===== config.mk =====
export PLATFORM = sky130hd
export DESIGN_NAME = serial_readout_ctrl
export DESIGN_NICKNAME = d
export VERILOG_FILES = /design/src/rtl/serial_readout_ctrl.sv
export SDC_FILE = /design/constraint.sdc
export NUM_CORES = 1
export LEC_CHECK = 0
export BUFFER_PORTS_ARGS = -buffer_cell sky130_fd_sc_hd__buf_2
export CAP_MARGIN = 20
export CORE_AREA = 2 2 97 71
export DETAILED_ROUTE_END_ITERATION = 8
export DIE_AREA = 0 0 99 73
export MAX_ROUTING_LAYER = met4
export PLACE_DENSITY = 0.83
export SLEW_MARGIN = 20
export SYNTH_ARGS = -nofsm -noshare
export SYNTH_HDL_FRONTEND = slang
export SYNTH_SLANG_ARGS = --single-unit

===== constraint.sdc =====
create_clock -name clk -period 2.85 [get_ports clk]
set_input_delay 0.4275 -clock clk [delete_from_list [all_inputs] [get_ports clk]]
set_output_delay 0.4275 -clock clk [all_outputs]
set_load 0.1 [all_outputs]

===== src/rtl/serial_readout_ctrl.sv =====
// Readback engine: one parallel read of three coefficient words at a captured
// address, then the 48-bit concatenation is shifted out MSB first on a serial pad.
module serial_readout_ctrl #(
  parameter int DATA_W = 16,
  parameter int ADDR_W = 11,
  parameter int RD_LAT = 1
) (
  input  logic              clk,
  input  logic              rst_n,
  input  logic              trigger,
  input  logic              read_external,
  input  logic [ADDR_W-1:0] read_addr,
  output logic              mem_rd_en,
  output logic [ADDR_W-1:0] mem_addr,
  input  logic [DATA_W-1:0] mem_rdata0,
  input  logic [DATA_W-1:0] mem_rdata1,
  input  logic [DATA_W-1:0] mem_rdata2,
  output logic              serial_out,
  output logic              serial_valid,
  output logic              busy,
  output logic              done
);

  localparam int FRAME_W = 3 * DATA_W;
  localparam int CNT_W   = $clog2(FRAME_W);
  localparam int WCNT_W  = $clog2(RD_LAT + 1) + 1;

  localparam logic [CNT_W-1:0]  LAST_BIT  = CNT_W'(FRAME_W - 1);
  localparam logic [WCNT_W-1:0] WAIT_LAST = WCNT_W'(RD_LAT);

  typedef enum logic [1:0] {
    S_IDLE  = 2'd0,
    S_WAIT  = 2'd1,
    S_SHIFT = 2'd2,
    S_HOLD  = 2'd3
  } state_t;

  state_t              state, state_nxt;
  logic [FRAME_W-1:0]  shift_reg, shift_nxt;
  logic [CNT_W-1:0]    bit_cnt, bit_nxt;
  logic [WCNT_W-1:0]   wait_cnt, wait_nxt;
  logic                rd_en_nxt;
  logic [ADDR_W-1:0]   addr_nxt;
  logic                sout_nxt;
  logic                valid_nxt;
  logic                busy_nxt;
  logic                done_nxt;

  always_ff @(posedge clk or negedge rst_n) begin
    if (!rst_n) begin
      state        <= S_IDLE;
      mem_rd_en    <= 1'b0;
      mem_addr     <= '0;
      shift_reg    <= '0;
      bit_cnt      <= '0;
      wait_cnt     <= '0;
      serial_out   <= 1'b0;
      serial_valid <= 1'b0;
      busy         <= 1'b0;
      done         <= 1'b0;
    end else begin
      state        <= state_nxt;
      mem_rd_en    <= rd_en_nxt;
      mem_addr     <= addr_nxt;
      shift_reg    <= shift_nxt;
      bit_cnt      <= bit_nxt;
      wait_cnt     <= wait_nxt;
      serial_out   <= sout_nxt;
      serial_valid <= valid_nxt;
      busy         <= busy_nxt;
      done         <= done_nxt;
    end
  end

  always_comb begin
    state_nxt = state;
    rd_en_nxt = 1'b0;
    addr_nxt  = mem_addr;
    shift_nxt = shift_reg;
    bit_nxt   = bit_cnt;
    wait_nxt  = wait_cnt;
    sout_nxt  = serial_out;
    valid_nxt = serial_valid;
    done_nxt  = done;

    case (state)
      S_IDLE: begin
        if (trigger && read_external) begin
          addr_nxt  = read_addr;
          rd_en_nxt = 1'b1;
          wait_nxt  = '0;
          state_nxt = S_WAIT;
        end
      end

      // The strobe edge itself is not counted, so WAIT spans RD_LAT+1 edges
      // and the load lands on the first edge where read data is valid.
      S_WAIT: begin
        if (wait_cnt == WAIT_LAST) begin
          shift_nxt = {mem_rdata0, mem_rdata1, mem_rdata2};
          sout_nxt  = mem_rdata0[DATA_W-1];
          valid_nxt = 1'b1;
          bit_nxt   = '0;
          state_nxt = S_SHIFT;
        end else begin
          wait_nxt = wait_cnt + WCNT_W'(1);
        end
      end

      S_SHIFT: begin
        if (bit_cnt == LAST_BIT) begin
          sout_nxt  = 1'b0;
          valid_nxt = 1'b0;
          done_nxt  = 1'b1;
          state_nxt = S_HOLD;
        end else begin
          shift_nxt = {shift_reg[FRAME_W-2:0], 1'b0};
          sout_nxt  = shift_reg[FRAME_W-2];
          bit_nxt   = bit_cnt + CNT_W'(1);
        end
      end

      S_HOLD: begin
        if (!read_external) begin
          done_nxt  = 1'b0;
          state_nxt = S_IDLE;
        end
      end

      default: state_nxt = S_IDLE;
    endcase

    busy_nxt = (state_nxt != S_IDLE);
  end

endmodule


==> results.sh <==
export IMPL_fin_cells=508
export IMPL_avgSynthCellArea_um2=9.75
export IMPL_netlist_area_um2=3540
export IMPL_power_density_nw_per_um2=1150
export IMPL_grt_max_degree=74
export IMPL_place_ws_ns=0.850
export IMPL_period_share_pct=71.5
export IMPL_clock_skew_ns=0.00429
export IMPL_grt_total_usage_pct=24.0
export IMPL_remaining_drc_errors=0
export IMPL_antenna_found_initial=0
export IMPL_dpl_cell_count=493
export IMPL_reg2reg_depth=5
export IMPL_final_util_pct=64.2
export IMPL_worst_endpoint_arrival_ns=2.28
export IMPL_layout_commonest_cell="nor2_1"
export IMPL_htree_num_levels=3
export IMPL_wl_um=8000
export IMPL_finalWorstSetupSlack_ns=0.812
export IMPL_antenna_left=0
export IMPL_tns_ns=0
export IMPL_ctsHoldBuffers=0
export IMPL_clk_latency_ns=0.34
export IMPL_die_w_um=99
export IMPL_firstDrtPassIters=4
export IMPL_place_area_um2=3940
export IMPL_finalSetupViolations=0
export IMPL_dieHeight_um=73
export IMPL_tightest_slew_ns=0.890
export IMPL_drive_gt1_share_pct=24.4
export IMPL_syn_nets=428
export IMPL_synth_cell_type_count=35
export IMPL_hold_class="in -> async"
export IMPL_place_gp_congestion=0.814
export IMPL_rsz0062_at_grt="false"
export IMPL_critPathKind="reg -> reg"
export IMPL_max_slew_margin_pct=40.7
export IMPL_yosysWarnings=0
export IMPL_start_util_pct=55.2
export IMPL_r2r_start="bit_cnt[0]$_DFFE_PN0P_"
export IMPL_crit_required_ns=3.09
export IMPL_grt_pass1_wl_um=13300
export IMPL_dr_total_vias=2929
export IMPL_hold_viol=0
export IMPL_outcome="finished clean"
export IMPL_core_area_um2=6410
export IMPL_grt_remaining_overflow=0
export IMPL_holdWs_ns=0.212
export IMPL_nFillCells=526
export IMPL_leakage_nw=1.76
export IMPL_synth_seq_cells=73
export IMPL_area_delta_synth_final_pct=16.3
export IMPL_drv_cap=0
export IMPL_rrSetupSlack_ns=0.81
export IMPL_vdd_drop_max_uv=974
export IMPL_clock_path_buffers=2
export IMPL_first_global_vias=2773
export IMPL_synth_seq_area_share_pct=51.6
export IMPL_fin_nets=488
export IMPL_portBuffers=78
export IMPL_fp_dieArea_um2=7230
export IMPL_largest_register_ff_count=47
export IMPL_max_freq_mhz=491
export IMPL_crit_end="shift_reg[26]$_DFFE_PN0P_"
export IMPL_postLayoutCellArea_um2=4120
export IMPL_fin_total_pwr_mw=4.72
export IMPL_rows=25
export IMPL_pin_count=79
export IMPL_min_period_ns=2.04
export IMPL_final_max_slew_violation_count=0
export IMPL_crit_path_end_kind="register"
export IMPL_cts_resized=0
export IMPL_crit_fanout=32
export IMPL_path_clk_slew_ns=0.07
export IMPL_dp_hpwl_um=5190
export IMPL_drtIter0Drc=173
export IMPL_layout_common_cells="nor2_1, a211oi_1, buf_2"
export IMPL_routedWlPerCell_um=15.7
export IMPL_syn_inst=363
export IMPL_clock_sinks=73
export IMPL_r2r_end="shift_reg[26]$_DFFE_PN0P_"
export IMPL_cts_root_buf="clkbuf_8"
export IMPL_critPathLaunch="bit_cnt[0]$_DFFE_PN0P_"
export IMPL_vias_per_cell=5.77
export IMPL_post_cts_buffers=0
export IMPL_cp_start_kind="register"
export IMPL_cts_tree="yes"
export IMPL_cts_buffers=9
export IMPL_antenna_cells=0
-- layer usage --
layer | vias up | share of wire, % | GRT usage [%]
met2 | 78 | 47 | 36.2
met4 | 0 | 0.76 | 6.54
li1 | 1431 | - | -
met1 | 1413 | 46 | 33.1
met5 | - | 0 | -
met3 | 7 | 5.5 | 5.65
-- cell families (layout without fill, tap and decap cells) --
logic type	after synthesis	count (layout)	share of synthesized area (%)
AND/OR/NAND/NOR	120	120	14.5
AO/OA/AOI/OAI	112	112	23.1
buffers and inverters	41	105	5.41
multiplexers	15	15	4.63
adder cells (fa/ha/maj)	2	2	0.707
flip-flops	73	73	51.6
-- cell usage after synthesis, drive strengths merged --
| master | number | area [um^2] |
|---|---|---|
| nor2b | 1 | 6.26 |
| a211oi | 92 | 691 |
| a31o | 1 | 8.76 |
| and3 | 1 | 6.26 |
| nor2 | 93 | 349 |
| clkbuf | 17 | 63.8 |
| o2bb2ai | 1 | 8.76 |
| o22ai | 1 | 6.26 |
| nand3b | 1 | 11.3 |
| ha | 2 | 25.0 |
| a21oi | 6 | 30.0 |
| and4bb | 1 | 12.5 |
| o21a | 1 | 7.51 |
| mux2 | 11 | 124 |
| or4 | 2 | 15.0 |
| and2b | 1 | 8.76 |
| nand3 | 6 | 30.0 |
| mux2i | 4 | 40.0 |
| o31ai | 1 | 7.51 |
| a311oi | 1 | 8.76 |
| o211a | 1 | 10.0 |
| and3b | 1 | 8.76 |
| nor3 | 2 | 10.0 |
| nand2b | 2 | 20.0 |
| a21o | 1 | 7.51 |
| nand2 | 8 | 30.0 |
| dfrtp | 73 | 1830 |
| and2 | 1 | 6.26 |
| buf | 18 | 105 |
| inv | 6 | 22.5 |
| o21ai | 6 | 33.8 |
-- where the power goes --
group	total [mW]	internal [mW]	switching, mW
logic	2.19	0.634	1.55
registers	1.78	1.50	0.284
clock network	0.757	0.396	0.362
-- area by class of cell --
type	count	area (um^2)	area share (%)
Sequential cell	73	1830	44.4
Clock buffer	11	131	3.19
Clock inverter	4	45.0	1.09
Timing Repair Buffer	84	450	10.9
Inverter	6	22.5	0.547
Tap cell	81	101	2.46
Multi-Input combinational cell	249	1540	37.4
-- critical path, stage by stage, from the launching register on --
cell and delay, ns:
dfrtp_1 0.40, ha_1 0.23, and3_2 0.61, buf_4 0.32, a211oi_1 0.10, a211oi_1 0.28
-- how the worst min path moves through the flow --
| stage | cells past startpoint | to | slack, ns | start |
|---|---|---|---|---|
| after floorplan | 0 | bit_cnt[0]$_DFFE_PN0P_ | 0.13 | rst_n |
| final | 1 | shift_reg[41]$_DFFE_PN0P_ | 0.21 | rst_n |
| after detailed placement | 1 | serial_valid$_DFFE_PN0P_ | 0.46 | serial_valid$_DFFE_PN0P_ |
| after global placement | 1 | serial_valid$_DFFE_PN0P_ | 0.46 | serial_valid$_DFFE_PN0P_ |
| after CTS | 1 | shift_reg[33]$_DFFE_PN0P_ | 0.24 | rst_n |
| after global routing | 1 | shift_reg[39]$_DFFE_PN0P_ | 0.29 | rst_n |
(Power assumes the default switching activity.)
